## src/rtl/dma_burst_engine.sv

```systemverilog
// Single-channel AXI DMA master: splits a word copy into INCR bursts of at most
// MAX_BURST beats that never cross a 4 KB page, staging read data in a small FWFT FIFO.
//
// state  | meaning
// IDLE   | waiting for start
// CALC   | size the next burst from remaining words and page room
// AR     | read address presented
// AW     | write address presented
// XFER   | read beats into FIFO, write beats out of FIFO
// RESP   | waiting for write response, then advance pointers
// DONE   | one-cycle completion pulse
module dma_burst_engine #(
    parameter int DATA_W     = 32,
    parameter int ADDR_W     = 32,
    parameter int LEN_W      = 32,
    parameter int MAX_BURST  = 16,
    parameter int FIFO_DEPTH = 4
) (
    input  logic                clk,
    input  logic                rst,
    input  logic                start,
    input  logic [ADDR_W-1:0]   src_addr,
    input  logic [ADDR_W-1:0]   dst_addr,
    input  logic [LEN_W-1:0]    length,
    output logic                busy,
    output logic                done,
    output logic                err,
    output logic                ARVALID,
    input  logic                ARREADY,
    output logic [ADDR_W-1:0]   ARADDR,
    output logic [3:0]          ARLEN,
    output logic [2:0]          ARSIZE,
    output logic [1:0]          ARBURST,
    output logic [3:0]          ARID,
    input  logic                RVALID,
    output logic                RREADY,
    input  logic [DATA_W-1:0]   RDATA,
    input  logic [1:0]          RRESP,
    input  logic                RLAST,
    output logic                AWVALID,
    input  logic                AWREADY,
    output logic [ADDR_W-1:0]   AWADDR,
    output logic [3:0]          AWLEN,
    output logic [2:0]          AWSIZE,
    output logic [1:0]          AWBURST,
    output logic [3:0]          AWID,
    output logic                WVALID,
    input  logic                WREADY,
    output logic [DATA_W-1:0]   WDATA,
    output logic [DATA_W/8-1:0] WSTRB,
    output logic                WLAST,
    input  logic                BVALID,
    output logic                BREADY,
    input  logic [1:0]          BRESP
);
    localparam int BYTES = DATA_W / 8;
    localparam int SIZE  = $clog2(BYTES);
    localparam int PTR_W = $clog2(FIFO_DEPTH);

    typedef enum logic [2:0] {
        S_IDLE, S_CALC, S_AR, S_AW, S_XFER, S_RESP, S_DONE
    } state_t;

    state_t state, state_nxt;

    logic [ADDR_W-1:0] cur_src, cur_dst, step;
    logic [LEN_W-1:0]  remaining;
    logic [4:0]        beats, beats_calc, rd_cnt, wr_cnt;
    logic [12:0]       src_room, dst_room;
    logic              ar_hs, aw_hs, r_hs, w_hs, b_hs, last_w;

    logic [DATA_W-1:0] fifo_mem [FIFO_DEPTH];
    logic [PTR_W-1:0]  wr_ptr, rd_ptr;
    logic [PTR_W:0]    fifo_cnt;
    logic              fifo_full, fifo_empty;
    logic              unused_rlast;

    assign unused_rlast = RLAST;

    assign ARSIZE  = 3'(SIZE);
    assign AWSIZE  = 3'(SIZE);
    assign ARBURST = 2'b01;
    assign AWBURST = 2'b01;
    assign ARID    = 4'd0;
    assign AWID    = 4'd0;
    assign WSTRB   = '1;
    assign ARADDR  = cur_src;
    assign AWADDR  = cur_dst;
    assign ARLEN   = 4'(beats - 5'd1);
    assign AWLEN   = 4'(beats - 5'd1);
    assign WDATA   = fifo_mem[rd_ptr];

    assign ar_hs  = ARVALID && ARREADY;
    assign aw_hs  = AWVALID && AWREADY;
    assign r_hs   = RVALID && RREADY;
    assign w_hs   = WVALID && WREADY;
    assign b_hs   = BVALID && BREADY;
    assign last_w = (wr_cnt == beats - 5'd1);
    assign step   = ADDR_W'(beats) << SIZE;

    assign fifo_full  = (fifo_cnt == (PTR_W + 1)'(FIFO_DEPTH));
    assign fifo_empty = (fifo_cnt == '0);

    // Words left before each side hits the next 4 KB page.
    assign src_room = (13'd4096 - {1'b0, cur_src[11:0]}) >> SIZE;
    assign dst_room = (13'd4096 - {1'b0, cur_dst[11:0]}) >> SIZE;

    always_comb begin
        beats_calc = 5'(MAX_BURST);
        if (remaining < LEN_W'(MAX_BURST))
            beats_calc = 5'(remaining);
        if (src_room < 13'(beats_calc))
            beats_calc = 5'(src_room);
        if (dst_room < 13'(beats_calc))
            beats_calc = 5'(dst_room);
    end

    always_ff @(posedge clk or negedge rst) begin
        if (!rst)
            state <= S_IDLE;
        else
            state <= state_nxt;
    end

    always_comb begin
        state_nxt = state;
        case (state)
            S_IDLE: if (start) state_nxt = (length == '0) ? S_DONE : S_CALC;
            S_CALC: state_nxt = S_AR;
            S_AR:   if (ar_hs) state_nxt = S_AW;
            S_AW:   if (aw_hs) state_nxt = S_XFER;
            S_XFER: if (w_hs && last_w) state_nxt = S_RESP;
            S_RESP: if (b_hs)
                        state_nxt = (remaining == LEN_W'(beats) || err || BRESP != 2'b00)
                                    ? S_DONE : S_CALC;
            S_DONE: state_nxt = S_IDLE;
            default: state_nxt = S_IDLE;
        endcase
    end

    always_comb begin
        busy    = 1'b0;
        done    = 1'b0;
        ARVALID = 1'b0;
        AWVALID = 1'b0;
        RREADY  = 1'b0;
        WVALID  = 1'b0;
        WLAST   = 1'b0;
        BREADY  = 1'b0;
        case (state)
            S_CALC: busy = 1'b1;
            S_AR: begin
                busy    = 1'b1;
                ARVALID = 1'b1;
            end
            S_AW: begin
                busy    = 1'b1;
                AWVALID = 1'b1;
            end
            S_XFER: begin
                busy   = 1'b1;
                RREADY = !fifo_full && (rd_cnt != beats);
                WVALID = !fifo_empty;
                WLAST  = last_w;
            end
            S_RESP: begin
                busy   = 1'b1;
                BREADY = 1'b1;
            end
            S_DONE: done = 1'b1;
            default: ;
        endcase
    end

    always_ff @(posedge clk or negedge rst) begin
        if (!rst) begin
            cur_src   <= '0;
            cur_dst   <= '0;
            remaining <= '0;
            beats     <= 5'd1;
            rd_cnt    <= '0;
            wr_cnt    <= '0;
            err       <= 1'b0;
        end else begin
            if (state == S_IDLE && start) begin
                cur_src   <= src_addr;
                cur_dst   <= dst_addr;
                remaining <= length;
                err       <= 1'b0;
            end else if ((r_hs && RRESP != 2'b00) || (b_hs && BRESP != 2'b00)) begin
                err <= 1'b1;
            end
            if (state == S_CALC) begin
                beats  <= beats_calc;
                rd_cnt <= '0;
                wr_cnt <= '0;
            end
            if (r_hs)
                rd_cnt <= rd_cnt + 5'd1;
            if (w_hs)
                wr_cnt <= wr_cnt + 5'd1;
            if (b_hs) begin
                cur_src   <= cur_src + step;
                cur_dst   <= cur_dst + step;
                remaining <= remaining - LEN_W'(beats);
            end
        end
    end

    always_ff @(posedge clk) begin
        if (r_hs)
            fifo_mem[wr_ptr] <= RDATA;
    end

    always_ff @(posedge clk or negedge rst) begin
        if (!rst) begin
            wr_ptr   <= '0;
            rd_ptr   <= '0;
            fifo_cnt <= '0;
        end else begin
            if (r_hs)
                wr_ptr <= wr_ptr + PTR_W'(1);
            if (w_hs)
                rd_ptr <= rd_ptr + PTR_W'(1);
            case ({r_hs, w_hs})
                2'b10:   fifo_cnt <= fifo_cnt + (PTR_W + 1)'(1);
                2'b01:   fifo_cnt <= fifo_cnt - (PTR_W + 1)'(1);
                default: fifo_cnt <= fifo_cnt;
            endcase
        end
    end
endmodule

```

## config.mk

```make
export PLATFORM = sky130hd
export DESIGN_NAME = dma_burst_engine
export DESIGN_NICKNAME = d
export VERILOG_FILES = /design/src/rtl/dma_burst_engine.sv
export SDC_FILE = /design/constraint.sdc
export NUM_CORES = 1
export LEC_CHECK = 0
export CAP_MARGIN = 20
export CORE_MARGIN = 5
export CORE_UTILIZATION = 50
export CTS_CLUSTER_DIAMETER = 80
export DETAILED_ROUTE_END_ITERATION = 6
export DONT_BUFFER_PORTS = 1
export HOLD_SLACK_MARGIN = 0.1
export PLACE_DENSITY = 0.72
export RECOVER_POWER = 25
export SYNTH_ARGS = -nofsm -noshare
export SYNTH_HDL_FRONTEND = slang
export SYNTH_SLANG_ARGS = --single-unit
```

## constraint.sdc

```tcl
create_clock -name clk -period 6.1 [get_ports clk]
set_input_delay 1.525 -clock clk [delete_from_list [all_inputs] [get_ports clk]]
set_output_delay 1.525 -clock clk [all_outputs]
set_load 0.01 [all_outputs]
```

==> Word-level counts from Yosys, hierarchy flattened <==
Memories as Yosys holds them, arrays and structs flattened.
Cells that the tools add are included.
{ "classes": {"add_sub_neg": 12, "magnitude_cmp": 3, "n_eq_ne": 17, "n_mux": 33, "reduce_logical": 27} }
{ "ops": {"columns": ["cell", "n"], "rows": [
  ["2-to-1 mux 32 bit", 6],
  ["adder 32 x 7 -> 32 bit", 2],
  ["== test 32 x 5 -> 1 bit", 1],
  ["zero test 32 bit", 1],
  ["< comparator 32 x 5 -> 1 bit (second input constant)", 1],
  ["subtractor 32 x 5 -> 32 bit", 1],
  ["2-to-1 mux 5 bit", 6],
  ["subtractor 13 x 12 -> 13 bit (first input constant)", 2],
  ["< comparator 11 x 5 -> 1 bit", 2],
  ["2-to-1 mux 3 bit", 7],
  ["case mux 3 bit (6 select lines)", 1],
  ["nonzero test 2 bit", 7],
  ["== test 3 bit (second input constant)", 4],
  ["2-to-1 mux 1 bit", 12],
  ["adder 5 x 1 -> 5 bit (second input constant)", 2],
  ["logical AND 1 bit", 10],
  ["!= test 2 bit (second input constant)", 5],
  ["== test 3 x 2 -> 1 bit (second input constant)", 2],
  ["zero test 3 bit", 2],
  ["case mux 3 bit (2 select lines)", 1],
  ["== test 5 bit", 1],
  ["!= test 5 bit", 1],
  ["AND reduction 5 bit", 1],
  ["OR reduction 5 bit", 1],
  ["other kinds (9)", 13]
]} }
{ "totals": {"reg_bits": 122, "ramBits": 128, "word_cells": 104, "memories": 1} }
{ "memory_table": {"columns": ["memory", "depth", "word_bits", "read_ports", "rd_clocked_by_memory_dff", "write_ports", "line_no", "source"], "rows": [
  ["fifo_mem", 4, 32, 1, 0, 1, "72", "logic [DATA_W-1:0] fifo_mem [FIFO_DEPTH];"]
]} }

==> Logic depth before layout (Yosys ltp) <==
Gate-level depths: netlist of the first run.
{ "logic_depth": {"depth_word": 9, "ltp_mapped": 19} }

==> Least setup slack after synthesis of the first run <==
No wires, ideal clock.
{ "synth_timing": {"path_type": "register to register", "from": "register remaining[27]", "to": "register beats[4]", "setup_time_ns": 0.082, "arrival_time_ns": 4.742, "required_time_ns": 6.018, "setup_slack_ns": 1.276, "stages_incl_launch_ff": 19, "n_path_buf": 1, "period_less_slack_ns": 4.824, "cell_sequence": "dfrtp_1 -> or4_1 -> or4_1 -> or3_1 -> buf_2 -> inv_1 -> nand2_1 -> ha_1 -> a211o_1 -> o211ai_1 -> a21oi_4 -> or2_2 -> ha_1 -> a21oi_1 -> and3b_1 -> and3_1 -> o2111a_2 -> or4_1 -> a31oi_1"} }
{ "synth_via": {"elab_chain_len": 6} }
{ "synth_lines": {"columns": ["element", "line_no", "source"], "rows": [
  ["start: declaration", "67", "logic [LEN_W-1:0] remaining;"],
  ["start signal: assignment", "188", "remaining <= length;"],
  ["start signal: assignment", "205", "remaining <= remaining - LEN_W'(beats);"],
  ["< comparator 32 x 5 -> 1 bit (*)", "110", "if (remaining < LEN_W'(MAX_BURST))"],
  ["2-to-1 mux 5 bit (*)", "110", null],
  ["< comparator 11 x 5 -> 1 bit", "112", "if (src_room < 13'(beats_calc))"],
  ["2-to-1 mux 5 bit (*)", "112", null],
  ["< comparator 11 x 5 -> 1 bit", "114", "if (dst_room < 13'(beats_calc))"],
  ["2-to-1 mux 5 bit (*)", "114", null],
  ["end signal: assignment", "194", "beats <= beats_calc;"],
  ["end: declaration", "68", "logic [4:0] beats, beats_calc, rd_cnt, wr_cnt;"]
]} }
Mark *: on every way between the ends. The rest lies on a longest branch, timed or not.
A chain may end at the register's enable or synchronous reset.

==> Worst setup path in the final report of the first run <==
{ "layout_timing": {"from": "register remaining[8]", "to": "register beats[3]"} }
Same word-level chain as after synthesis.

==> flow_summary_export.csv, run 1 <==
group,metric,value,unit
grt,grt.overflow.total,0,
die,die_area,0.02939,mm²
grt,grt_first_pass_wirelength,53970,µm
final_layout,post_route_cells_drive_above_1_share,0.09185,
cts,register_clock_pin_slew_on_the_reported_worst_setup_and_hold_paths,0.07,ns
run_status,outcome,"completed",
die,dieWidth,171.4,µm
pwr,vdd.ir_drop.worst,0.2392,mV
routing,drc_errors,0,
final_layout,area_delta_synth_final,8.306,%
critical_path,critical_path.max_fanout,8,
pwr,power.total,6.457,mW
sta,fmax,188.9,MHz
routing,drt-wirelength-per-cell,23.44,µm
grt,gr-usage-all-layers,0.2311,
routing,wire_length_after_detailed_routing,34900,µm
critical_path,rr_startpoint,"remaining[8]",
logic_synthesis,synthArstFlopShare,0.4880,
critical_path,worst_ep_arrival_time,5.74,ns
critical_path,worst-path-buf-inv,1,
sta,unrepaired_setup_endpoints_after_global_routing,"no",
logic_synthesis,netlist.area_leader.share,0.2950,
pwr,p_comb_frac,0.310,
logic_synthesis,yosys.cell_types.count,69,
pwr,power_report.internal_total,3.962,mW
die,ios,276,
die,rows,59,
logic_synthesis,mappedNetlistArea,0.01303,mm²
logic_synthesis,synth.top_cells.by_area,"sky130_fd_sc_hd__edfxtp_1, sky130_fd_sc_hd__dfrtp_1, sky130_fd_sc_hd__mux4_2",
critical_path,startpoint_type_of_the_worst_setup_path,"flip-flop",
logic_synthesis,syn-instance-count,1152,
sta,final-setup-viol-count,0,
cts,cts-hold-fix-buffers,0,
routing,detailedRoute.firstIterationViolations,662,
critical_path,critPathTopFamily,"simple AND/OR/NAND/NOR gates",
grt,grt_antenna_before_repair,1,
pwr,clock_power_share,0.252,
cts,clock_tree.buffer_depth,3,
cts,cts.sinks,250,
critical_path,timing.setup.critical_path_class,"reg -> reg",
routing,drt_pass1_iterations,4,
worst_hold_path,min_path_type,"reg -> reg",
sta,report.final.hold_viol_count,0,
sta,tightest_slew,1.063,ns
critical_path,cp_slowest_cell,"sky130_fd_sc_hd__nor4_1",
worst_hold_path,hold-path-endpoint,"rd_ptr[1]",
placed_design,gp_congestion,0.8712,
logic_synthesis,synth.yosys.seq_area_share,0.5294,
logic_synthesis,synthFlopType,"sky130_fd_sc_hd__edfxtp_1",
sta,finalMaxSlewViolations,0,
critical_path,worstPathCellList,"nor4_1 -> nand4_1 -> or3_1 -> inv_1 -> nand2_1 -> ha_1 -> a211o_1 -> o211ai_1 -> a21oi_4 -> or2_2 -> ha_1 -> a21oi_1 -> and3b_1 -> and3_1 -> o2111a_2 -> or3_2 -> o21ai_0",
logic_synthesis,post-synth-top-count-cell,"sky130_fd_sc_hd__nand2_1",
die,design.core.area,0.02584,mm²
sta,finClkSkew,0.01687,ns
grt,grt_max_degree,123,
critical_path,timing.critical_path.slowest_cell_delay,0.60,ns
final_layout,total_of_fill_cells_in_the_finished_design,2188,
final_layout,layout.cell_area.non_filler,0.01411,mm²
cts,cts-htree-levels,1,
placed_design,hpwl,24570,µm
sta,layout_min_cycle_time,5.293,ns
logic_synthesis,ys_ff_latch,250,
cts,cts_setup_buffers,0,
die,die_height,171.4,µm
cts,tritoncts,"built",
logic_synthesis,netlist_top_cells_count,"sky130_fd_sc_hd__nand2_1, sky130_fd_sc_hd__edfxtp_1, sky130_fd_sc_hd__dfrtp_1",
critical_path,required,6.55,ns
logic_synthesis,synth_enable_flop_cells,128,
pwr,static_leakage,5.272,nW
logic_synthesis,synth_area_leader_cell,"sky130_fd_sc_hd__edfxtp_1",
routing,vias,9624,
cts,cts_buffers,27,
cts,cts_repair_resize_count,0,
pwr,p_sw,2.495,mW
final_layout,num_antenna_cells,0,
final_layout,design.final.nets,1309,
pwr,p_sw_frac,0.3864,
placed_design,numPlacedInstances,1439,
final_layout,final-instance-count-excl-fill,1489,
pwr,powerDensity,457.6,mW/mm²
pwr,sequential_cell_fraction_of_total_power,0.439,
logic_synthesis,synth.avg_cell_area,11.31,µm²
placed_design,place_area,0.01324,mm²
sta,slew_headroom,0.2822,
sta,final_critical_path_setup_slack,0.8069,ns
job,maxCapViolations,0,
routing,antenna_violating_nets_post_route,0,
die,initial_core_util,0.5043,
sta,final.hold.worst_slack,0.4722,ns
grt,grt_pass1_vias,9554,
cts,cts_root_buffer,"sky130_fd_sc_hd__clkbuf_16",
critical_path,timing.rr.end,"beats[3]",
worst_hold_path,holdCritStartpoint,"rd_ptr[1]",
critical_path,critical-path-top-cell-by-count,"sky130_fd_sc_hd__ha_1",
worst_hold_path,holdPathStages,1,
final_layout,final_core_utilization,0.5462,
sta,final_worst_path_period_share,0.8677,
placed_design,port_buffers,0,
critical_path,setup.worst_path.end_class,"flip-flop",
logic_synthesis,synth.yosys.warnings,0,
cts,clock_latency,0.54,ns
critical_path,timing.reg2reg.setup_slack,0.81,ns
critical_path,ff_to_ff_path_depth,17,
placed_design,place_ws,0.8707,ns
routing,post_drt_via_cell_ratio,6.463,
sta,totalNegativeSetupSlack,0,ns
[cells in the final DEF (no fill, tap or decap), drive strengths merged, types with 22 or more instances in the layout]
cell    count
and3       29
clkbuf     39
o211ai     36
dfrtp     121
edfxtp    128
o21ai      60
nor2       39
nand2     130
a221o      26
ha         31
nand3      52
conb       22
o311ai     33
inv        40
nor3       36
mux4       32
nor4       25
[registers in the layout, indices dropped and copies added, names as in the netlist]
register / count
err: 1
beats: 5
rd_cnt: 5
fifo_mem: 128
rd_ptr: 2
wr_ptr: 2
AWADDR: 32
fifo_cnt: 3
ARADDR: 32
remaining: 32
wr_cnt: 5
state: 3
[routing by layer]
layer  global-route usage  share of wire  vias up
li1                     -              -     4411
met1               0.2840           0.38     4723
met2               0.3654           0.46      417
met3              0.09883           0.12       71
met4              0.08577          0.040        2
met5                    0        0.00023        -
[cell families (layout without fill, tap and decap cells)]
| kind of cell | count (synthesis) | after routing | synth area share |
|---|---|---|---|
| DFF | 250 | 250 | 0.5294 |
| muxes | 38 | 38 | 0.06002 |
| xor gates and xnor gates | 28 | 28 | 0.01882 |
| other | 2 | 22 | 0.0005764 |
| buffers and inverters | 119 | 101 | 0.04187 |
| adders and majority gates | 35 | 35 | 0.03591 |
| and+or+nand+nor | 411 | 411 | 0.1611 |
| AOI/OAI and AO/OA | 269 | 269 | 0.1523 |
[worst reg2reg max path, stage by stage (launching register included)]
cell and delay [ns]:
sky130_fd_sc_hd__dfrtp_1 0.45, sky130_fd_sc_hd__nor4_1 0.60, sky130_fd_sc_hd__nand4_1 0.44, sky130_fd_sc_hd__or3_1 0.59
sky130_fd_sc_hd__inv_1 0.17, sky130_fd_sc_hd__nand2_1 0.07, sky130_fd_sc_hd__ha_1 0.29, sky130_fd_sc_hd__a211o_1 0.29
sky130_fd_sc_hd__o211ai_1 0.26, sky130_fd_sc_hd__a21oi_4 0.13, sky130_fd_sc_hd__or2_2 0.32, sky130_fd_sc_hd__ha_1 0.30
sky130_fd_sc_hd__a21oi_1 0.07, sky130_fd_sc_hd__and3b_1 0.21, sky130_fd_sc_hd__and3_1 0.20, sky130_fd_sc_hd__o2111a_2 0.17
sky130_fd_sc_hd__or3_2 0.47, sky130_fd_sc_hd__o21ai_0 0.17
[power groups by stage]
stage | Combinational [mW] | Sequential [mW] | Clock [mW]
floorplan | 1.68 | 2.60 | 0
global placement | 1.95 | 2.84 | 0
detailed placement | 2.00 | 2.86 | 0
CTS | 2.01 | 2.83 | 1.66
global route | 2.23 | 2.91 | 1.73
finish | 2.00 | 2.83 | 1.62
[how the worst max path moves through the flow]
stage	startpoint	end	slack [ns]	cells past startpoint
after global placement	remaining[27]	beats[3]	0.94	17
final	remaining[8]	beats[3]	0.81	17
after CTS	remaining[8]	beats[3]	0.85	17
after detailed placement	remaining[8]	beats[3]	0.87	17
after global routing	remaining[8]	beats[1]	0.40	18
after floorplan	remaining[27]	beats[4]	1.28	18
[cell type report]
class / instances / area [µm²] / area share
tap: 335 / 419.2 / 0.02970
clock buffer: 39 / 730.7 / 0.05178
inverter: 39 / 146.4 / 0.01037
sequential: 250 / 6899 / 0.4889
multi-input combinational: 803 / 5682 / 0.4026
timing repair buffer: 12 / 90.09 / 0.006384
clock inverter: 11 / 145.1 / 0.01028
No activity file was read; power rests on OpenSTA's default activity.
==> run 2, diff against run 1 <==
--- a/config.mk
+++ b/config.mk
@@ -9,6 +9,7 @@
 export CORE_MARGIN = 5
 export CORE_UTILIZATION = 50
 export CTS_CLUSTER_DIAMETER = 80
+export CTS_CLUSTER_SIZE = 30
 export DETAILED_ROUTE_END_ITERATION = 6
 export DONT_BUFFER_PORTS = 1
 export HOLD_SLACK_MARGIN = 0.1
==> run 2 against run 1 <==
Compared with the run above: sequential power about the same; critical path depth unchanged; first-iteration DRC count up 12%; worst setup slack worse by 0.016 ns; largest power group unchanged.
==> flow_summary_export.csv, run 2 (synthesis results as in run 1) <==
group,metric,value,unit
critical_path,worstPathCellList,"nor4_1 -> nand4_1 -> or3_1 -> inv_1 -> nand2_1 -> ha_1 -> a211o_1 -> o211ai_1 -> a21oi_4 -> or2_2 -> ha_1 -> a21oi_1 -> and3b_1 -> and3_1 -> o2111a_2 -> or3_2 -> o21ai_0",
run_status,outcome,"completed",
grt,grt.overflow.total,0,
cts,cts-hold-fix-buffers,0,
die,initial_core_util,0.5043,
final_layout,max_flop_register,"fifo_mem",
critical_path,timing.setup.critical_path_class,"reg -> reg",
cts,cts-htree-levels,1,
routing,drt_pass1_iterations,5,
grt,gr-usage-met2,0.3657,
sta,final-setup-viol-count,0,
final_layout,num_antenna_cells,0,
routing,vias,9547,
critical_path,critical-path-top-cell-by-count,"sky130_fd_sc_hd__ha_1",
sta,slew_headroom,0.2526,
die,die_height,171.4,µm
routing,drt-wirelength-per-cell,23.78,µm
worst_hold_path,holdCritStartpoint,"rd_ptr[1]",
worst_hold_path,min_path_type,"reg -> reg",
final_layout,area_delta_synth_final,5.531,%
routing,antenna_violating_nets_post_route,0,
routing,drc_errors,0,
final_layout,post_route_cells_drive_above_1_share,0.08149,
grt,use_met1,0.2857,
final_layout,layout.cells.most_common_list,"sky130_fd_sc_hd__nand2_1, sky130_fd_sc_hd__edfxtp_1, sky130_fd_sc_hd__dfrtp_1",
final_layout,mostFrequentLayoutCell,"sky130_fd_sc_hd__nand2_1",
critical_path,startpoint_type_of_the_worst_setup_path,"flip-flop",
cts,clock_latency,0.50,ns
cts,cts_root_buffer,"sky130_fd_sc_hd__clkbuf_16",
cts,cts_setup_buffers,0,
cts,tritoncts,"built",
pwr,static_leakage,5.095,nW
final_layout,final_core_utilization,0.5322,
die,design.core.area,0.02584,mm²
die,ios,276,
final_layout,layout.cell_area.non_filler,0.01375,mm²
final_layout,design.final.nets,1297,
sta,tightest_slew,1.107,ns
pwr,powerDensity,434.9,mW/mm²
cts,clock_tree.buffer_depth,3,
sta,layout_min_cycle_time,5.309,ns
sta,unrepaired_setup_endpoints_after_global_routing,"no",
final_layout,total_of_fill_cells_in_the_finished_design,2216,
grt,grt_first_pass_wirelength,53760,µm
sta,report.final.hold_viol_count,0,
routing,wire_length_after_detailed_routing,34820,µm
routing,detailedRoute.firstIterationViolations,742,
sta,final_worst_path_period_share,0.8703,
grt,global_route.usage.met3,0.09515,
critical_path,rr_startpoint,"remaining[8]",
sta,finalMaxSlewViolations,0,
grt,grt_max_degree,123,
sta,finClkSkew,0.02243,ns
worst_hold_path,hold-path-endpoint,"rd_ptr[1]",
critical_path,worst_ep_arrival_time,5.74,ns
die,rows,59,
cts,cts.sinks,250,
job,maxCapViolations,0,
routing,post_drt_via_cell_ratio,6.521,
placed_design,hpwl,24570,µm
critical_path,required,6.53,ns
critical_path,ff_to_ff_path_depth,17,
sta,totalNegativeSetupSlack,0,ns
critical_path,timing.reg2reg.setup_slack,0.79,ns
placed_design,port_buffers,0,
placed_design,gp_congestion,0.8712,
grt,busiest_layer,"met2",
grt,gr-usage-all-layers,0.2309,
critical_path,cp_slowest_cell,"sky130_fd_sc_hd__nor4_1",
placed_design,place_area,0.01324,mm²
worst_hold_path,holdPathStages,1,
critical_path,timing.rr.end,"beats[3]",
critical_path,timing.critical_path.slowest_cell_delay,0.61,ns
critical_path,critical_path.max_fanout,8,
die,die_area,0.02939,mm²
cts,cts_buffers,15,
pwr,vdd.ir_drop.worst,0.2708,mV
cts,cts_repair_resize_count,0,
die,dieWidth,171.4,µm
final_layout,largest_reg_flops,128,
grt,grt_pass1_vias,9382,
cts,register_clock_pin_slew_on_the_reported_worst_setup_and_hold_paths,0.11,ns
sta,fmax,188.4,MHz
grt,grt_antenna_before_repair,1,
critical_path,setup.worst_path.end_class,"flip-flop",
## run 2: cell types whose count changed in the layout (fill, tap and decap cells not counted), moves of 2 or more
cell,change
sky130_fd_sc_hd__clkbuf_16,-12
sky130_fd_sc_hd__clkbuf_1,-9
sky130_fd_sc_hd__clkinv_2,-4
sky130_fd_sc_hd__bufinv_16,-3
sky130_fd_sc_hd__clkinv_1,-2
sky130_fd_sc_hd__clkinv_8,+2
sky130_fd_sc_hd__inv_6,+2
## run 2: how the worst max path moves through the flow
stage                        startpoint  endpoint
final                      remaining[8]  beats[3]
after global routing       remaining[8]  beats[1]
after global placement    remaining[27]  beats[3]
after CTS                 remaining[27]  beats[3]
after floorplan           remaining[27]  beats[4]
after detailed placement   remaining[8]  beats[3]
## run 2: report_power, final
part           switching, mW  internal [mW]  total, mW
clock network          0.648          0.502       1.15
logic                   1.15          0.851       2.00
registers              0.686           2.14       2.83
total                   2.48           3.50       5.98
## run 2: layout make-up
class,count,area (µm²),area share
sequential,250,6899,0.5017
multi-input combinational,803,5682,0.4132
tap,335,419.2,0.03048
clock buffer,17,382.9,0.02784
inverter,39,146.4,0.01065
clock inverter,8,131.4,0.009554
timing repair buffer,12,90.09,0.006551
## run 2: through the flow
step / power [mW] / std cells / hold slack, ns / setup slack (ns)
finish: 5.980 / 1464 / 0.4790 / 0.7910
global route: 6.383 / 1464 / 0.5335 / 0.4200
CTS: 6.012 / 1464 / 0.4828 / 0.8461
detailed placement: 4.865 / 1439 / 0.4668 / 0.8707
global placement: 4.795 / 1439 / 0.4600 / 0.9376
floorplan: 4.272 / 1172 / 0.4570 / 1.276
## run 2: metal layers
metal  vias up  routed length (µm)
met5         -                  13
li1       4374                   -
met2       435               16130
met4         2                1245
met1      4665               13120
met3        71                4310
## run 2: worst max-delay path: cells and delay by family, from the launching register on
| kind | cells | cell delay, ns |
|---|---|---|
| and+or+nand+nor | 8 | 2.95 |
| AOI/OAI and AO/OA | 6 | 1.10 |
| adders and majority gates | 2 | 0.59 |
| DFF | 1 | 0.46 |
| buffers and inverters | 1 | 0.16 |
==> run 3, diff against run 2 <==
--- a/config.mk
+++ b/config.mk
@@ -9,7 +9,6 @@
 export CORE_MARGIN = 5
 export CORE_UTILIZATION = 50
 export CTS_CLUSTER_DIAMETER = 80
-export CTS_CLUSTER_SIZE = 30
 export DETAILED_ROUTE_END_ITERATION = 6
 export DONT_BUFFER_PORTS = 1
 export HOLD_SLACK_MARGIN = 0.1
==> results of run 3 <==
Same layout as run 1: the final DEF is identical, and so are final timing and power.
